[src/rtl/handshake_pkg.sv]
// Shared definitions for the elastic-handshake fabric: the default constant
// and an elaboration-time clog2 helper used for index widths.
package handshake_pkg;

  localparam logic [31:0] HS_CONST_DEFAULT = 32'h0001F7F8;

  function automatic int unsigned clog2(input int unsigned value);
    int unsigned result;
    int unsigned span;
    result = 0;
    span   = 1;
    while (span < value) begin
      span   = span << 1;
      result = result + 1;
    end
    return result;
  endfunction

endpackage

[src/rtl/rr_priority_picker.sv]
// Combinational round-robin picker: finds the first set request at or above
// ptr (wrapping), returning it one-hot, encoded, and an any-request flag.
module rr_priority_picker
  import handshake_pkg::*;
#(
  parameter int unsigned NUM_REQ = 4,
  parameter int unsigned IDX_W   = (NUM_REQ <= 1) ? 1 : clog2(NUM_REQ)
) (
  input  logic [NUM_REQ-1:0] req,
  input  logic [IDX_W-1:0]   ptr,
  output logic [NUM_REQ-1:0] gnt,
  output logic [IDX_W-1:0]   gnt_idx,
  output logic               any
);

  logic [2*NUM_REQ-1:0] dbl;
  logic [NUM_REQ-1:0]   rot;
  logic                 found;
  int unsigned          pos;

  // Doubling the vector turns the wrap-around scan into a plain right shift.
  always_comb begin
    dbl     = {req, req};
    rot     = NUM_REQ'(dbl >> ptr);
    any     = |req;
    gnt     = '0;
    gnt_idx = '0;
    found   = 1'b0;
    pos     = 0;
    for (int unsigned j = 0; j < NUM_REQ; j++) begin
      if (!found && rot[j]) begin
        found = 1'b1;
        pos   = 32'(ptr) + j;
        if (pos >= NUM_REQ) begin
          pos = pos - NUM_REQ;
        end
        gnt     = NUM_REQ'(1) << pos;
        gnt_idx = IDX_W'(pos);
      end
    end
  end

endmodule

[src/rtl/handshake_constant_arbiter.sv]
// Round-robin arbiter turning granted control tokens into per-requester
// constants, tagged with the requester index, held in a one-entry slot.
module handshake_constant_arbiter
  import handshake_pkg::*;
#(
  parameter int unsigned                       NUM_REQ    = 4,
  parameter int unsigned                       DATA_WIDTH = 32,
  parameter logic [NUM_REQ*DATA_WIDTH-1:0]     CONST_VEC  =
    {NUM_REQ{DATA_WIDTH'(HS_CONST_DEFAULT)}},
  parameter int unsigned                       IDX_W      =
    (NUM_REQ <= 1) ? 1 : clog2(NUM_REQ)
) (
  input  logic                  clk,
  input  logic                  rst,
  input  logic [NUM_REQ-1:0]    ctrl_valid,
  output logic [NUM_REQ-1:0]    ctrl_ready,
  output logic [DATA_WIDTH-1:0] outs,
  output logic [IDX_W-1:0]      outs_index,
  output logic                  outs_valid,
  input  logic                  outs_ready
);

  logic [IDX_W-1:0]      ptr;
  logic [IDX_W-1:0]      ptr_nxt;
  logic [NUM_REQ-1:0]    gnt;
  logic [IDX_W-1:0]      gnt_idx;
  logic                  any;
  logic                  slot_free;
  logic                  xfer;
  logic [DATA_WIDTH-1:0] outs_nxt;
  logic [IDX_W-1:0]      outs_index_nxt;
  logic                  outs_valid_nxt;

  rr_priority_picker #(
    .NUM_REQ (NUM_REQ),
    .IDX_W   (IDX_W)
  ) u_picker (
    .req     (ctrl_valid),
    .ptr     (ptr),
    .gnt     (gnt),
    .gnt_idx (gnt_idx),
    .any     (any)
  );

  // Slot accepts a new token when empty or being drained this cycle.
  assign slot_free  = !outs_valid || outs_ready;
  assign xfer       = slot_free && any && !rst;
  assign ctrl_ready = xfer ? gnt : '0;

  always_comb begin
    outs_nxt       = outs;
    outs_index_nxt = outs_index;
    outs_valid_nxt = outs_valid;
    ptr_nxt        = ptr;
    if (xfer) begin
      outs_nxt       = DATA_WIDTH'(CONST_VEC >> (32'(gnt_idx) * DATA_WIDTH));
      outs_index_nxt = gnt_idx;
      outs_valid_nxt = 1'b1;
      if (32'(gnt_idx) >= NUM_REQ - 1) begin
        ptr_nxt = '0;
      end else begin
        ptr_nxt = gnt_idx + IDX_W'(1);
      end
    end else if (outs_ready) begin
      outs_valid_nxt = 1'b0;
    end
  end

  always_ff @(posedge clk) begin
    if (rst) begin
      outs       <= '0;
      outs_index <= '0;
      outs_valid <= 1'b0;
      ptr        <= '0;
    end else begin
      outs       <= outs_nxt;
      outs_index <= outs_index_nxt;
      outs_valid <= outs_valid_nxt;
      ptr        <= ptr_nxt;
    end
  end

endmodule
[config.mk]
export PLATFORM = sky130hd
export DESIGN_NAME = handshake_constant_arbiter
export DESIGN_NICKNAME = d
export VERILOG_FILES = /design/src/rtl/handshake_pkg.sv /design/src/rtl/rr_priority_picker.sv /design/src/rtl/handshake_constant_arbiter.sv
export SDC_FILE = /design/constraint.sdc
export NUM_CORES = 1
export LEC_CHECK = 0
export CAP_MARGIN = 20
export CORE_ASPECT_RATIO = 1.75
export CORE_UTILIZATION = 40
export DETAILED_ROUTE_END_ITERATION = 12
export MAX_ROUTING_LAYER = met4
export PLACE_DENSITY = 0.8
export SETUP_SLACK_MARGIN = 0.5
export SLEW_MARGIN = 20
export SYNTH_ARGS = -nofsm -noshare
export SYNTH_HDL_FRONTEND = slang
export SYNTH_SLANG_ARGS = --single-unit
[constraint.sdc]
create_clock -name clk -period 3.7 [get_ports clk]
set_input_delay 0.37 -clock clk [delete_from_list [all_inputs] [get_ports clk]]
set_output_delay 0.37 -clock clk [all_outputs]
set_load 0.02 [all_outputs]
==> impl_metrics.env, run 1 <==
export IMPL_switchingPower_mw=0.189
export IMPL_crit_path_max_incr_delay_ns=0.65
export IMPL_crit_fanout=10
export IMPL_yosysWarningCount=0
export IMPL_drt_vias_per_instance=5.55
export IMPL_crit_path_start_kind="primary input"
export IMPL_htree_levels=1
export IMPL_synth_area_sq_um=992
export IMPL_worstPathArrival_ns=2.63
export IMPL_place_congestion=0.808
export IMPL_final_cells=164
export IMPL_drive_above_1_share_pct=6.47
export IMPL_synth_area_leader_cell="buf_4"
export IMPL_finalCritPeriodShare_pct=81.2
export IMPL_cts_tree="built"
export IMPL_n_antenna_cell=0
export IMPL_worst_setup_path_end_kind="primary output"
export IMPL_synth_common_cells="31 x buf_4, 11 x a21oi_1, 10 x nor2_1"
export IMPL_netlist_top_cells_area="buf_4 23%, dfxtp_1 12%, ha_1 10%"
export IMPL_relSlewSlack_pct=58.3
export IMPL_clock_latency_ns=0.22
export IMPL_cts_setup_buffers=0
export IMPL_globalRoute_totalOverflow=0
export IMPL_first_pass_iters=6
export IMPL_seq_area_frac_synth_pct=12.1
export IMPL_hold_violations=0
export IMPL_fp_row_count=23
export IMPL_synthArstFlopShare_pct=0
export IMPL_hp_class="register to register"
export IMPL_coreArea_sq_mm=0.00233
export IMPL_syn_inst=128
export IMPL_cts_max_path_buffers=2
export IMPL_vias=911
export IMPL_crit_type="primary input to primary output"
export IMPL_numPortBuffers=26
export IMPL_clkTransAtPathRegs_ns=0.03
export IMPL_initialDrtViolationCount=23
export IMPL_period_minus_slack_ns=3.00
export IMPL_yosys_area_top_type_share_pct=23.5
export IMPL_pwr_share_clk_pct=21.8
export IMPL_cts_root_buf="clkbuf_8"
export IMPL_critical_path_buf_inv_count=2
export IMPL_syn_avg_cell_area_sq_um=7.75
export IMPL_clock_skew_ns=0.00114
export IMPL_ys_types=37
export IMPL_drtAntennaViolNets=0
export IMPL_cts_buffers=3
export IMPL_setup_slack_ns=0.695
export IMPL_grt_start_max_net_pins=22
export IMPL_combPwrFrac_pct=54.8
export IMPL_clock_sinks=6
export IMPL_setup_violations=0
export IMPL_nets=156
export IMPL_status="finished, final reports clean"
export IMPL_final_util_pct=49.3
export IMPL_max_freq_mhz=333
export IMPL_fin_setup_tns_ns=0
export IMPL_grt_pass1_vias=752
export IMPL_dpl_worst_slack_ns=0.468
export IMPL_path_delay_family="buffers and inverters"
export IMPL_die_h_microns=67.9
export IMPL_grt_first_pass_wirelength_mm=3.18
export IMPL_power_density_mw_per_mm2=381
export IMPL_drc=0
export IMPL_crit_chain="clkdlybuf4s50_1, nor4bb_1, a21oi_1, a21oi_2, a222oi_1, a21oi_1, clkdlybuf4s50_1"
export IMPL_ys_ff_latch=6
export IMPL_n_fill_cell=242
export IMPL_synth_most_common_cell="buf_4"
export IMPL_wirelength_mm=2.19
export IMPL_die_area_sq_mm=0.00269
export IMPL_drv_cap=0
export IMPL_dp_hpwl_mm=1.65
export IMPL_area_growth_pct=15.8
export IMPL_worst_pin_slew_ns=0.625
export IMPL_track_usage_pct=17.1
export IMPL_total_leakage_power_nw=0.499
export IMPL_drv_slew=0
export IMPL_synthFlopType="dfxtp_1"
export IMPL_vdd_ir_drop_worst_mv=0.221
export IMPL_synth_edff_count=0
export IMPL_swShare_pct=43.3
export IMPL_p_seq_share_pct=23.5
export IMPL_fin_total_pwr_mw=0.438
export IMPL_crit_required_ns=3.33
export IMPL_num_io_pins=46
export IMPL_avgRoutedWirePerCell_microns=13.3
export IMPL_p_int_mw=0.248
export IMPL_antenna_found_initial=0
export IMPL_placed_cells=161
export IMPL_critPathSlowestCell="clkdlybuf4s50_1"
export IMPL_die_w_microns=39.7
export IMPL_initial_utilization_pct=42.6
export IMPL_rsz0062_at_grt="no"
-- per-layer routing --
layer / part of all wire (%) / track usage, % / vias up
met3: 6.5 / 2.60 / 6
met2: 52 / 27.7 / 44
met4: 2.2 / 10.3 / 0
met1: 39 / 19.0 / 425
met5: 0 / - / -
li1: - / - / 436
-- worst min-delay path, delay by kind of cell, from the launching register on --
family	cells	cell delay (ns)
flops	1	0.31
simple gates	1	0.08
compound gates	1	0.06
-- per-stage QoR --
stage                     cell area, sq um  hold WS [ns]
after global routing                  1150         0.535
after floorplan                       1060         0.439
after CTS                             1140         0.492
after global placement                1090         0.483
after detailed placement              1090         0.486
final                                 1150         0.487
-- path summary, 6_finish.rpt --
| kind | startpoint | end | slack, ns | depth (start not counted) |
|---|---|---|---|---|
| min | outs_index[0] | outs_index[0] | 0.49 | 2 |
| max reg2reg | ptr[0] | ptr[1] | 1.44 | 6 |
| min reg2reg | outs_index[0] | outs_index[0] | 0.49 | 2 |
| max | ctrl_valid[1] | ctrl_ready[0] | 0.70 | 7 |
-- flip-flops by register name (all words and copies together) (netlist names) --
signal,flops
outs_index,2
outs_valid,1
ptr,2
outs,1
-- cells in the final DEF, fill, tap and decap left out, drive strengths merged, types with 4 or more instances in the layout --
cell type	count
dfxtp	6
ha	8
clkdlybuf4s50	23
conb	19
a21oi	11
a222oi	4
nor2	10
nand2	9
inv	5
-- layout make-up --
cell class	count	area [sq um]	area share [%]
multi-input cells	98	661	57.5
repair buffers	27	275	24.0
clock buffers	3	41.3	3.59
flip-flops and latches	6	121	10.6
inverters	5	18.8	1.63
well taps	25	31.3	2.72
-- power by group through the flow --
| stage | registers [mW] | logic, mW | clock network, mW |
|---|---|---|---|
| finish | 0.103 | 0.240 | 0.0953 |
| global route | 0.107 | 0.258 | 0.104 |
| CTS | 0.102 | 0.239 | 0.0988 |
| detailed placement | 0.103 | 0.236 | 0 |
| global placement | 0.101 | 0.229 | 0 |
| floorplan | 0.0924 | 0.200 | 0 |
-- what timing repair did --
item | CTS | global route
endpoints found under the setup margin | 3 | 4
hold buffers | 0 | 0
resized for setup | 1 | 4
-- cells by family (layout without fill, tap and decap cells) --
family / Yosys count / after routing / share of synthesized area (%)
buffers and inverters: 42 / 35 / 28.5
and+or+nand+nor: 36 / 36 / 20.2
AOI/OAI and AO/OA: 32 / 32 / 25.7
adders and majority gates: 8 / 8 / 10.1
DFF: 6 / 6 / 12.1
muxes: 3 / 3 / 3.03
other: 1 / 19 / 0.378
Power figures use the tool's default switching activity.
==> run 2, diff against run 1 <==
--- a/config.mk
+++ b/config.mk
@@ -7,10 +7,10 @@
 export LEC_CHECK = 0
 export CAP_MARGIN = 20
 export CORE_ASPECT_RATIO = 1.75
-export CORE_UTILIZATION = 40
+export CORE_UTILIZATION = 37
 export DETAILED_ROUTE_END_ITERATION = 12
 export MAX_ROUTING_LAYER = met4
-export PLACE_DENSITY = 0.8
+export PLACE_DENSITY = 0.78
 export SETUP_SLACK_MARGIN = 0.5
 export SLEW_MARGIN = 20
 export SYNTH_ARGS = -nofsm -noshare
==> constraint.sdc (replaced) <==
create_clock -name clk -period 2.5 [get_ports clk]
set_input_delay 0.25 -clock clk [delete_from_list [all_inputs] [get_ports clk]]
set_output_delay 0.25 -clock clk [all_outputs]
set_load 0.02 [all_outputs]
==> impl_metrics.env, run 2 (synthesized netlist as in run 1, its figures left out) <==
export IMPL_total_leakage_power_nw=0.611
export IMPL_fp_row_count=24
export IMPL_drive_above_1_share_pct=32.7
export IMPL_rsz0062_at_grt="yes"
export IMPL_antenna_found_initial=0
export IMPL_finalCritPeriodShare_pct=82.1
export IMPL_place_congestion=0.788
export IMPL_clock_latency_ns=0.22
export IMPL_grt_first_pass_wirelength_mm=3.81
export IMPL_track_usage_pct=18.4
export IMPL_final_cell_mix="23 x buf_4, 19 x conb_1, 18 x clkdlybuf4s50_1, 9 x nor2_1, 9 x nand2_1"
export IMPL_clkTransAtPathRegs_ns=0.04
export IMPL_dp_hpwl_mm=1.95
export IMPL_wl_met1_microns=912
export IMPL_crit_required_ns=2.64
export IMPL_crit_chain="or4b_1, o31a_1, o311a_4, a2111oi_4, nand2_1, o211ai_1"
export IMPL_coreArea_sq_mm=0.00252
export IMPL_power_density_mw_per_mm2=548
export IMPL_critPathSlowestCell="or4b_1"
export IMPL_htree_levels=1
export IMPL_wl_met2_mm=1.48
export IMPL_combPwrFrac_pct=61.7
export IMPL_cts_buffers=3
export IMPL_cts_root_buf="clkbuf_8"
export IMPL_crit_path_max_incr_delay_ns=0.54
export IMPL_p_int_mw=0.431
export IMPL_top_regs="outs_index x2, ptr x2"
export IMPL_drv_cap=0
export IMPL_initialDrtViolationCount=26
export IMPL_drtAntennaViolNets=0
export IMPL_switchingPower_mw=0.316
export IMPL_n_antenna_cell=0
export IMPL_hp_class="register to register"
export IMPL_worstPathArrival_ns=2.19
export IMPL_die_area_sq_mm=0.00290
export IMPL_num_io_pins=46
export IMPL_die_h_microns=70.5
export IMPL_n_fill_cell=259
export IMPL_grt_pass1_vias=939
export IMPL_ff2ff_path_depth=6
export IMPL_nets=179
export IMPL_cts_tree="built"
export IMPL_p_seq_share_pct=19.0
export IMPL_worst_setup_path_end_kind="register"
export IMPL_globalRoute_totalOverflow=0
export IMPL_layout_commonest_cell="buf_4"
export IMPL_wl_met3_microns=109
export IMPL_top_layer_used="met4"
export IMPL_die_w_microns=41.1
export IMPL_drt_vias_per_instance=5.37
export IMPL_avgRoutedWirePerCell_microns=13.7
export IMPL_pwr_share_clk_pct=19.2
export IMPL_clock_sinks=6
export IMPL_dpl_worst_slack_ns=-0.344
export IMPL_drv_slew=0
export IMPL_hold_depth=2
export IMPL_vias=1010
export IMPL_wirelength_mm=2.58
export IMPL_area_growth_pct=37.2
export IMPL_crit_path_start_kind="register"
export IMPL_swShare_pct=42.3
export IMPL_cts_max_path_buffers=2
export IMPL_hold_violations=0
export IMPL_crit_fanout=14
export IMPL_max_freq_mhz=487
export IMPL_period_minus_slack_ns=2.05
export IMPL_drc=0
export IMPL_clock_skew_ns=0.000832
export IMPL_fin_setup_tns_ns=0
export IMPL_numPortBuffers=26
export IMPL_initial_utilization_pct=39.3
export IMPL_vdd_ir_drop_worst_mv=0.461
export IMPL_setup_slack_ns=0.449
export IMPL_setup_violations=0
export IMPL_status="finished, final reports clean"
export IMPL_crit_type="register to register"
export IMPL_grt_start_max_net_pins=15
export IMPL_first_pass_iters=4
run 2: layer usage:
| metal | GRT usage, % | vias to the layer above |
|---|---|---|
| met5 | - | - |
| li1 | - | 479 |
| met2 | 32.6 | 46 |
| met1 | 18.1 | 475 |
| met3 | 0.635 | 10 |
| met4 | 9.68 | 0 |
run 2: final cells by class:
cell class	instances	area, sq um	share of cell area (%)
clock buffer	3	41.3	3.03
inverter	5	18.8	1.38
timing repair buffer	50	420	30.9
sequential	6	128	9.37
tap	26	32.5	2.39
multi-input combinational	98	721	52.9
run 2: power groups by stage:
stage / registers [mW] / clock network, mW / logic [mW]
floorplan: 0.137 / 0 / 0.301
global placement: 0.137 / 0 / 0.397
detailed placement: 0.139 / 0 / 0.412
CTS: 0.141 / 0.146 / 0.451
global route: 0.145 / 0.150 / 0.493
finish: 0.142 / 0.143 / 0.461
run 2: timing repair:
| action | CTS | global route |
|---|---|---|
| resized for setup | 44 | 6 |
| buffers inserted | 7 | 0 |
| pin swaps | 9 | 2 |
| endpoints found under the setup margin | 6 | 6 |
| hold buffers | 0 | 0 |
run 2: worst paths after layout:
check	endpoint	slack [ns]	from
max	ptr[1]	0.45	ptr[1]
min	outs_index[0]	0.50	outs_index[0]
max reg2reg	ptr[1]	0.45	ptr[1]
min reg2reg	outs_index[0]	0.50	outs_index[0]
run 2: through the flow:
step           cell area [sq um]  hold slack (ns)  cells  power, mW  util [%]
6_report                    1360            0.495    188      0.746      54.0
5_1_grt                     1360            0.551    188      0.788      54.0
4_1_cts                     1350            0.508    188      0.737      53.6
3_5_place_dp                1230            0.496    178      0.551      48.7
3_3_place_gp                1230            0.479    178      0.535      48.7
2_1_floorplan               1070            0.319    146      0.437         -
run 2: worst max-delay path: cells and delay by family (launching register included):
kind            cells  cell delay (ns)
compound gates      4             0.94
simple gates        2             0.65
flops               1             0.39
